$ cat config.mk
export PLATFORM = sky130hd
export DESIGN_NAME = sp_ram_bist
export DESIGN_NICKNAME = d
export VERILOG_FILES = /design/src/rtl/sp_ram_bist.sv
export SDC_FILE = /design/constraint.sdc
export NUM_CORES = 1
export LEC_CHECK = 0
export BUFFER_PORTS_ARGS = -buffer_cell sky130_fd_sc_hd__buf_2
export CAP_MARGIN = 15
export CORE_AREA = 8 8 132 134
export DETAILED_ROUTE_END_ITERATION = 7
export DIE_AREA = 0 0 140 142
export GPL_TIMING_DRIVEN = 1
export HOLD_SLACK_MARGIN = 0.08
export PLACE_DENSITY_LB_ADDON = 0.3
export SETUP_SLACK_MARGIN = 0.3
export SLEW_MARGIN = 30
export SYNTH_ARGS = -nofsm -noshare
export SYNTH_HDL_FRONTEND = slang
export SYNTH_SLANG_ARGS = --single-unit
$ cat constraint.sdc
create_clock -name clk -period 15.6 [get_ports clk]
set_clock_uncertainty 0.05 [all_clocks]
set_input_delay 3.9 -clock clk [delete_from_list [all_inputs] [get_ports clk]]
set_output_delay 3.9 -clock clk [all_outputs]
set_load 0.02 [all_outputs]
$ cat src/rtl/sp_ram_bist.sv
// March-style BIST / initialisation master for the single-port RAM wrapper.
// Runs write / read-compare / write-inverse / read-compare-inverse over every word.
module sp_ram_bist #(
    parameter int NUM_WORDS  = 8192,
    parameter int ADDR_WIDTH = 15,
    parameter int DATA_WIDTH = 32
) (
    input  logic                    clk,
    input  logic                    rst_i,
    input  logic                    start_i,
    input  logic [DATA_WIDTH-1:0]   seed_i,
    output logic                    busy_o,
    output logic                    done_o,
    output logic                    pass_o,
    output logic [ADDR_WIDTH-1:0]   err_addr_o,
    output logic [DATA_WIDTH-1:0]   err_data_o,
    output logic [15:0]             err_cnt_o,
    output logic                    ram_en_o,
    output logic [ADDR_WIDTH-1:0]   ram_addr_o,
    output logic [DATA_WIDTH-1:0]   ram_wdata_o,
    output logic                    ram_we_o,
    output logic [DATA_WIDTH/8-1:0] ram_be_o,
    input  logic [DATA_WIDTH-1:0]   ram_rdata_i
);

    localparam int IDX_W = $clog2(NUM_WORDS);
    localparam logic [IDX_W-1:0] LAST_IDX = IDX_W'(NUM_WORDS - 1);
    localparam int BE_W = DATA_WIDTH / 8;

    typedef enum logic [2:0] {
        S_IDLE,
        S_WR0,
        S_RD0,
        S_WR1,
        S_RD1,
        S_FIN
    } state_t;

    state_t                r_state;
    state_t                w_nextState;
    logic [IDX_W-1:0]      r_idx;
    logic [IDX_W-1:0]      w_nextIdx;
    logic [DATA_WIDTH-1:0] r_seed;
    logic [DATA_WIDTH-1:0] w_nextSeed;
    logic                  w_startAcc;
    logic                  w_lastIdx;

    logic                  w_nEn;
    logic                  w_nWe;
    logic [DATA_WIDTH-1:0] w_nWdata;
    logic [DATA_WIDTH-1:0] w_nextPat;
    logic [DATA_WIDTH-1:0] w_curPat;

    logic                  r_ramEn;
    logic                  r_ramWe;
    logic [ADDR_WIDTH-1:0] r_ramAddr;
    logic [DATA_WIDTH-1:0] r_ramWdata;
    logic [BE_W-1:0]       r_ramBe;

    logic                  r_cmpValid;
    logic [DATA_WIDTH-1:0] r_cmpExp;
    logic [ADDR_WIDTH-1:0] r_cmpAddr;
    logic                  w_mismatch;
    logic [15:0]           w_errCntNext;

    logic                  r_done;
    logic                  r_pass;
    logic [15:0]           r_errCnt;
    logic [ADDR_WIDTH-1:0] r_errAddr;
    logic [DATA_WIDTH-1:0] r_errData;

    assign w_lastIdx  = (r_idx == LAST_IDX);
    assign w_nextSeed = w_startAcc ? seed_i : r_seed;
    assign w_nextPat  = w_nextSeed ^ DATA_WIDTH'(w_nextIdx);
    assign w_curPat   = r_seed ^ DATA_WIDTH'(r_idx);

    always_ff @(posedge clk or posedge rst_i) begin
        if (rst_i) begin
            r_state <= S_IDLE;
            r_idx   <= '0;
            r_seed  <= '0;
        end else begin
            r_state <= w_nextState;
            r_idx   <= w_nextIdx;
            r_seed  <= w_nextSeed;
        end
    end

    // The word index restarts at zero on every state change.
    always_comb begin
        w_nextState = r_state;
        w_nextIdx   = r_idx + 1'b1;
        w_startAcc  = 1'b0;
        case (r_state)
            S_IDLE: begin
                if (start_i) begin
                    w_startAcc  = 1'b1;
                    w_nextState = S_WR0;
                end
            end
            S_WR0:   if (w_lastIdx) w_nextState = S_RD0;
            S_RD0:   if (w_lastIdx) w_nextState = S_WR1;
            S_WR1:   if (w_lastIdx) w_nextState = S_RD1;
            S_RD1:   if (w_lastIdx) w_nextState = S_FIN;
            S_FIN:   w_nextState = S_IDLE;
            default: w_nextState = S_IDLE;
        endcase
        if (w_nextState != r_state || r_state == S_IDLE) begin
            w_nextIdx = '0;
        end
    end

    // RAM command is decoded from the upcoming state so the port is fully registered.
    always_comb begin
        w_nEn    = 1'b0;
        w_nWe    = 1'b0;
        w_nWdata = '0;
        case (w_nextState)
            S_WR0: begin
                w_nEn    = 1'b1;
                w_nWe    = 1'b1;
                w_nWdata = w_nextPat;
            end
            S_WR1: begin
                w_nEn    = 1'b1;
                w_nWe    = 1'b1;
                w_nWdata = ~w_nextPat;
            end
            S_RD0, S_RD1: w_nEn = 1'b1;
            default: ;
        endcase
    end

    always_ff @(posedge clk or posedge rst_i) begin
        if (rst_i) begin
            r_ramEn    <= 1'b0;
            r_ramWe    <= 1'b0;
            r_ramAddr  <= '0;
            r_ramWdata <= '0;
            r_ramBe    <= '0;
        end else begin
            r_ramEn    <= w_nEn;
            r_ramWe    <= w_nWe;
            r_ramAddr  <= w_nEn ? ADDR_WIDTH'({w_nextIdx, 2'b00}) : '0;
            r_ramWdata <= w_nWdata;
            r_ramBe    <= w_nEn ? {BE_W{1'b1}} : '0;
        end
    end

    always_ff @(posedge clk or posedge rst_i) begin
        if (rst_i) begin
            r_cmpValid <= 1'b0;
            r_cmpExp   <= '0;
            r_cmpAddr  <= '0;
        end else begin
            r_cmpValid <= (r_state == S_RD0) || (r_state == S_RD1);
            r_cmpExp   <= (r_state == S_RD1) ? ~w_curPat : w_curPat;
            r_cmpAddr  <= r_ramAddr;
        end
    end

    assign w_mismatch = r_cmpValid && (ram_rdata_i != r_cmpExp);

    always_comb begin
        w_errCntNext = r_errCnt;
        if (w_mismatch && r_errCnt != 16'hFFFF) begin
            w_errCntNext = r_errCnt + 16'd1;
        end
    end

    // Pass uses the post-compare count so the final RD1 word, checked in FIN, is included.
    always_ff @(posedge clk or posedge rst_i) begin
        if (rst_i) begin
            r_done    <= 1'b0;
            r_pass    <= 1'b0;
            r_errCnt  <= '0;
            r_errAddr <= '0;
            r_errData <= '0;
        end else begin
            r_done <= (r_state == S_FIN);
            if (w_startAcc) begin
                r_pass    <= 1'b0;
                r_errCnt  <= '0;
                r_errAddr <= '0;
                r_errData <= '0;
            end else begin
                if (w_mismatch) begin
                    r_errCnt <= w_errCntNext;
                    if (r_errCnt == 16'd0) begin
                        r_errAddr <= r_cmpAddr;
                        r_errData <= ram_rdata_i;
                    end
                end
                if (r_state == S_FIN) begin
                    r_pass <= (w_errCntNext == 16'd0);
                end
            end
        end
    end

    assign busy_o      = (r_state != S_IDLE);
    assign done_o      = r_done;
    assign pass_o      = r_pass;
    assign err_cnt_o   = r_errCnt;
    assign err_addr_o  = r_errAddr;
    assign err_data_o  = r_errData;
    assign ram_en_o    = r_ramEn;
    assign ram_we_o    = r_ramWe;
    assign ram_addr_o  = r_ramAddr;
    assign ram_wdata_o = r_ramWdata;
    assign ram_be_o    = r_ramBe;

endmodule

### Word level (Yosys, flattened, before mapping)

Index checks and enable logic that the tools add are counted.

| storage, ports and cells | value |
|---|---|
| register bits after elaboration | 214 |
| input port bits | 67 |
| logic and storage cells | 76 |

| cells by class | value |
|---|---|
| $add $sub $neg | 2 |
| equality and inequality tests | 13 |
| multiplexer cells | 27 |
| bitwise logic cells | 4 |
| reduce and logical (&&, ||, !) cells | 14 |

Operators with widths:

| kind | number |
|---|---|
| two-way mux 32 bit | 5 |
| NOT 32 bit | 2 |
| one-hot mux 32 bit (2 select lines) | 1 |
| XOR 32 x 13 -> 32 bit | 2 |
| two-way mux 15 bit | 4 |
| two-way mux 16 bit | 3 |
| zero test 16 bit | 2 |
| inequality test 32 bit | 1 |
| adder 16 x 1 -> 16 bit, second input constant | 1 |
| inequality test 16 bit, second input constant | 1 |
| two-way mux 3 bit | 5 |
| one-hot mux 3 bit (5 select lines) | 1 |
| adder 13 x 1 -> 13 bit, second input constant | 1 |
| equality test 13 bit, second input constant | 1 |
| two-way mux 13 bit | 1 |
| equality test 3 x 2 -> 1 bit, second input constant | 4 |
| equality test 3 bit, second input constant | 3 |
| equality test 3 x 1 -> 1 bit, second input constant | 2 |
| two-way mux 1 bit | 6 |
| nonzero test 2 bit | 3 |
| two-way mux 4 bit | 1 |
| OR reduction 4 bit | 1 |
| zero test 3 bit | 1 |
| inequality test 3 bit | 1 |
| 5 further kinds | 7 |

### Longest topological paths before layout

| depth | value |
|---|---|
| depth in word-level cells | 9 |
| mapped depth | 11 |

### Worst setup path after synthesis

OpenSTA, ideal clock, no wires.

| timing | value |
|---|---|
| path type | input port to flip-flop |
| start | input port ram_rdata_i[22] |
| end | register r_errAddr[10], in the netlist err_addr_o[10] |
| library setup time | 0.132 ns |
| arrival time | 5.370 ns |
| required time | 15.418 ns |
| setup slack | 10.048 ns |
| stages | 9 |
| cells stage by stage | xnor2_1 nand4_1 nor4_1 nand2_1 nand3_1 buf_2 buf_2 mux2i_1 nor2_1 |

| on the way | value |
|---|---|
| longest elaborated chain between the ends | 4 |

Ends and longest elaborated chain:

| element | line | text |
|---|---|---|
| from (decl) | 23 | `input logic [DATA_WIDTH-1:0] ram_rdata_i` |
| inequality test 32 bit | 162 | `assign w_mismatch = r_cmpValid && (ram_rdata_i != r_cmpExp);` |
| logical AND 1 bit | 162 |  |
| nonzero test 2 bit (no line) | -- |  |
| AND reduction 2 bit (no line) | -- |  |
| to (signal assigned) | 190 | `r_errAddr <= r_cmpAddr;` |
| to (decl) | 69 | `logic [ADDR_WIDTH-1:0] r_errAddr;` |

Every way passes these cells.
A chain may end at the register's enable or synchronous reset.

### Worst setup path after layout

| timing | value |
|---|---|
| start | input port ram_rdata_i[4] |
| end | register r_pass, in the netlist pass_o |

| on the way | value |
|---|---|
| longest elaborated chain between the ends | 7 |

Ends and longest elaborated chain:

| element | line | text |
|---|---|---|
| inequality test 32 bit | 162 |  |
| logical AND 1 bit | 162 |  |
| logical AND 1 bit | 166 | `if (w_mismatch && r_errCnt != 16'hFFFF) begin` |
| two-way mux 16 bit | 166 |  |
| zero test 16 bit | 195 | `r_pass <= (w_errCntNext == 16'd0);` |
| two-way mux 1 bit | 194 | `if (r_state == S_FIN) begin` |
| two-way mux 1 bit | 181 | `if (w_startAcc) begin` |
| to (signal assigned) | 195 |  |
| to (decl) | 67 | `logic r_pass;` |

Every way passes these cells. The select of a mux whose other input is x is not followed.

==> flow_summary.json <==
{
  "clk_pin_slew_worst_paths_ns": 0.06,
  "grt_use_met3": 0.0564,
  "vias": 5846,
  "required_ns": 15.92,
  "die_w_um": 140,
  "routed_wl_um": 21200,
  "grt_pass1_vias": 6270,
  "synth_top_cell_area_share": 0.581,
  "critPathKind": "input pin to flop",
  "synth_cell_types": 51,
  "die_area_mm2": 0.0199,
  "seqCellArea_mm2": 0.00510,
  "ant_nets": 0,
  "powerDensity_mw_per_mm2": 105,
  "top_level_ports": 186,
  "r2r_slack_ns": 12.42,
  "port_buffers": 181,
  "globalRouteMet1Util": 0.270,
  "hold_class": "flop to flop",
  "numCtsBuffers": 21,
  "cts.sink_count": 204,
  "rr_worst_depth": 6,
  "gr-total-overflow": 0,
  "drtPass1Iterations": 5,
  "cp_cell_sequence": "buf_2 > xnor2_1 > nand4_1 > nor4_1 > nand2_1 > nand3_2 > or4_1 > and3_1 > o41ai_2",
  "min_to": "r_cmpAddr[14]",
  "drive_gt1_frac": 0.303,
  "synth_warnings": 0,
  "post_cts_buffers": 0,
  "setup_viol": 0,
  "worst_slew_pin_slew_ns": 0.888,
  "synth_xor_area_frac": 0.120,
  "cts.path.max_buffers": 3,
  "yosys-top-cells-area": "dfrtp_1 58%, xnor2_1 11%, mux2i_1 9.0%",
  "ys_seq_area_frac": 0.581,
  "fillers": 1146,
  "core_mm2": 0.0154,
  "maxCapViolations": 0,
  "ys.flop_type": "dfrtp_1",
  "min_period_ns": 5.91,
  "initial_utilization": 0.570,
  "synth_edf_count": 0,
  "hpwl_um": 15200,
  "cp_slowest_cell": "or4_1",
  "drv_slew": 0,
  "mappedNetlistArea_mm2": 0.00879,
  "status": "finished, final reports clean",
  "cts_hold_buf": 0,
  "start_kind": "input pin",
  "yosys.area_share.simple": 0.110,
  "gp_congestion": 0.889,
  "nNetsFinal": 947,
  "grt.total_usage": 0.214,
  "fmax_ghz": 0.169,
  "grt_start_max_net_pins": 125,
  "cts_resized": 0,
  "synthCells": 715,
  "viasPerCell": 5.40,
  "synth_top_area_cell": "dfrtp_1",
  "drc": 0,
  "multiInputGateArea_mm2": 0.00341,
  "muxShareOfSynthArea": 0.132,
  "critical_path_arrival_ns": 6.23,
  "areaGrowthSynthToFinish_pct": 18.5,
  "grt_busiest_layer": "met2",
  "p_leak_uw": 0.00545,
  "clockRootBuffer": "clkbuf_16",
  "r2r_end": "ram_wdata_o[3]",
  "final_common_cell": "dfrtp_1",
  "use_met2": 0.356,
  "cts_tree": "yes",
  "peakVddDrop_mv": 0.0639,
  "fin_setup_tns_ns": 0,
  "synth-compound-area-share": 0.0168,
  "core.rowCount": 46,
  "min_from": "ram_addr_o[14]",
  "end_kind": "flop",
  "final_cell_mix": "204 x dfrtp_1, 181 x buf_2, 111 x xnor2_1",
  "drt_iter0_markers": 439,
  "power.total_uw": 1100,
  "synth.avg_cell_area_um2": 12.3,
  "slowest_delay_ns": 0.63,
  "grt_pass1_wl_um": 33900,
  "relSlewSlack": 0.408,
  "period_share": 0.379,
  "rsz0062_at_grt": "false",
  "synthArstFlopShare": 1.00,
  "grt_antenna_before_repair": 3,
  "synth_top_family_by_area": "multiplexers",
  "synth_seq_cells": 204,
  "routedWlPerCell_um": 19.6,
  "min_path_cells": 0,
  "die_h_um": 142,
  "hold_viol_final": 0,
  "worstSkewPairLatency_ns": 0.48,
  "cp_max_fo": 23,
  "htree_levels": 1,
  "synth_fa_ha_area_frac": 0.00427,
  "worstReg2RegStart": "r_state[2]"
}
[Yosys cell counts (3+ instances only)]
| cell type | count |
|---|---|
| a21oi_1 | 3 |
| and2_1 | 3 |
| and3_1 | 4 |
| buf_1 | 9 |
| buf_2 | 14 |
| buf_4 | 12 |
| buf_6 | 4 |
| clkbuf_1 | 9 |
| dfrtp_1 | 204 |
| ha_1 | 3 |
| inv_1 | 9 |
| mux2_1 | 3 |
| mux2_2 | 30 |
| mux2i_1 | 79 |
| nand2_1 | 19 |
| nand3_1 | 7 |
| nand3_2 | 3 |
| nand4_1 | 15 |
| nor2_1 | 105 |
| nor3_1 | 15 |
| nor4_1 | 6 |
| o21ai_0 | 6 |
| or3_1 | 3 |
| xnor2_1 | 111 |
| xor2_1 | 9 |
[cells by family after synthesis]
logic type	Yosys count
AO/OA/AOI/OAI	20
XOR/XNOR	120
adder cells (fa/ha/maj)	3
buffers and inverters	58
flip-flops	204
multiplexers	112
other	1
AND/OR/NAND/NOR	197
[worst max path at each step]
stage / endpoint / slack [ns] / start / depth (start not counted)
after CTS: err_data_o[12] / 9.71 / ram_rdata_i[4] / 8
after floorplan: done_o / 6.08 / rst_i / 1
after global routing: err_data_o[6] / 9.57 / ram_rdata_i[4] / 8
after global placement: pass_o / 9.34 / ram_rdata_i[4] / 9
after detailed placement: pass_o / 9.23 / ram_rdata_i[4] / 9
final: pass_o / 9.69 / ram_rdata_i[4] / 9
[through the flow]
step | worst slack, ns | hold slack [ns] | utilization | cells | instance area, um2
global placement | 9.34 | 0.311 | 0.631 | 1046 | 9730
CTS | 9.71 | 0.325 | 0.675 | 1081 | 10400
finish | 9.69 | 0.324 | 0.676 | 1082 | 10400
detailed placement | 9.23 | 0.312 | 0.631 | 1046 | 9730
global route | 9.57 | 0.341 | 0.676 | 1082 | 10400
floorplan | 6.08 | 0.393 | - | 718 | 8800
[flip-flops by register name, indices dropped and copies added, names as in the netlist, 3 cells and up]
name	count
err_data_o	32
r_cmpAddr	13
r_cmpExp	32
ram_wdata_o	32
r_idx	13
r_seed	32
err_addr_o	13
ram_addr_o	13
err_cnt_o	16
r_state	3
[report_power, final]
group	total, uW	internal, uW	switching (uW)
registers	549	542	7.29
logic	62.9	26.4	36.5
clock network	484	295	189
total	1100	863	233
[final cells by class]
type | instances | share of cell area
antenna | 1 | 0.000240
clock buffer | 31 | 0.0608
clock inverter | 4 | 0.00432
inverter | 9 | 0.00396
multi-input combinational | 456 | 0.328
sequential | 204 | 0.490
tap | 192 | 0.0231
timing repair buffer | 185 | 0.0902
[critical path: cells and delay by family]
family          cells  cell delay (ns)
simple gates        6             1.71
compound gates      1             0.31
xor+xnor            1             0.18
buf+inv             1             0.12
[layer usage]
metal	vias up	share of wire
met4	4	0.024
met5	-	0.0011
li1	2695	-
met2	195	0.48
met1	2908	0.42
met3	44	0.070
Power figures use the tool's default switching activity.
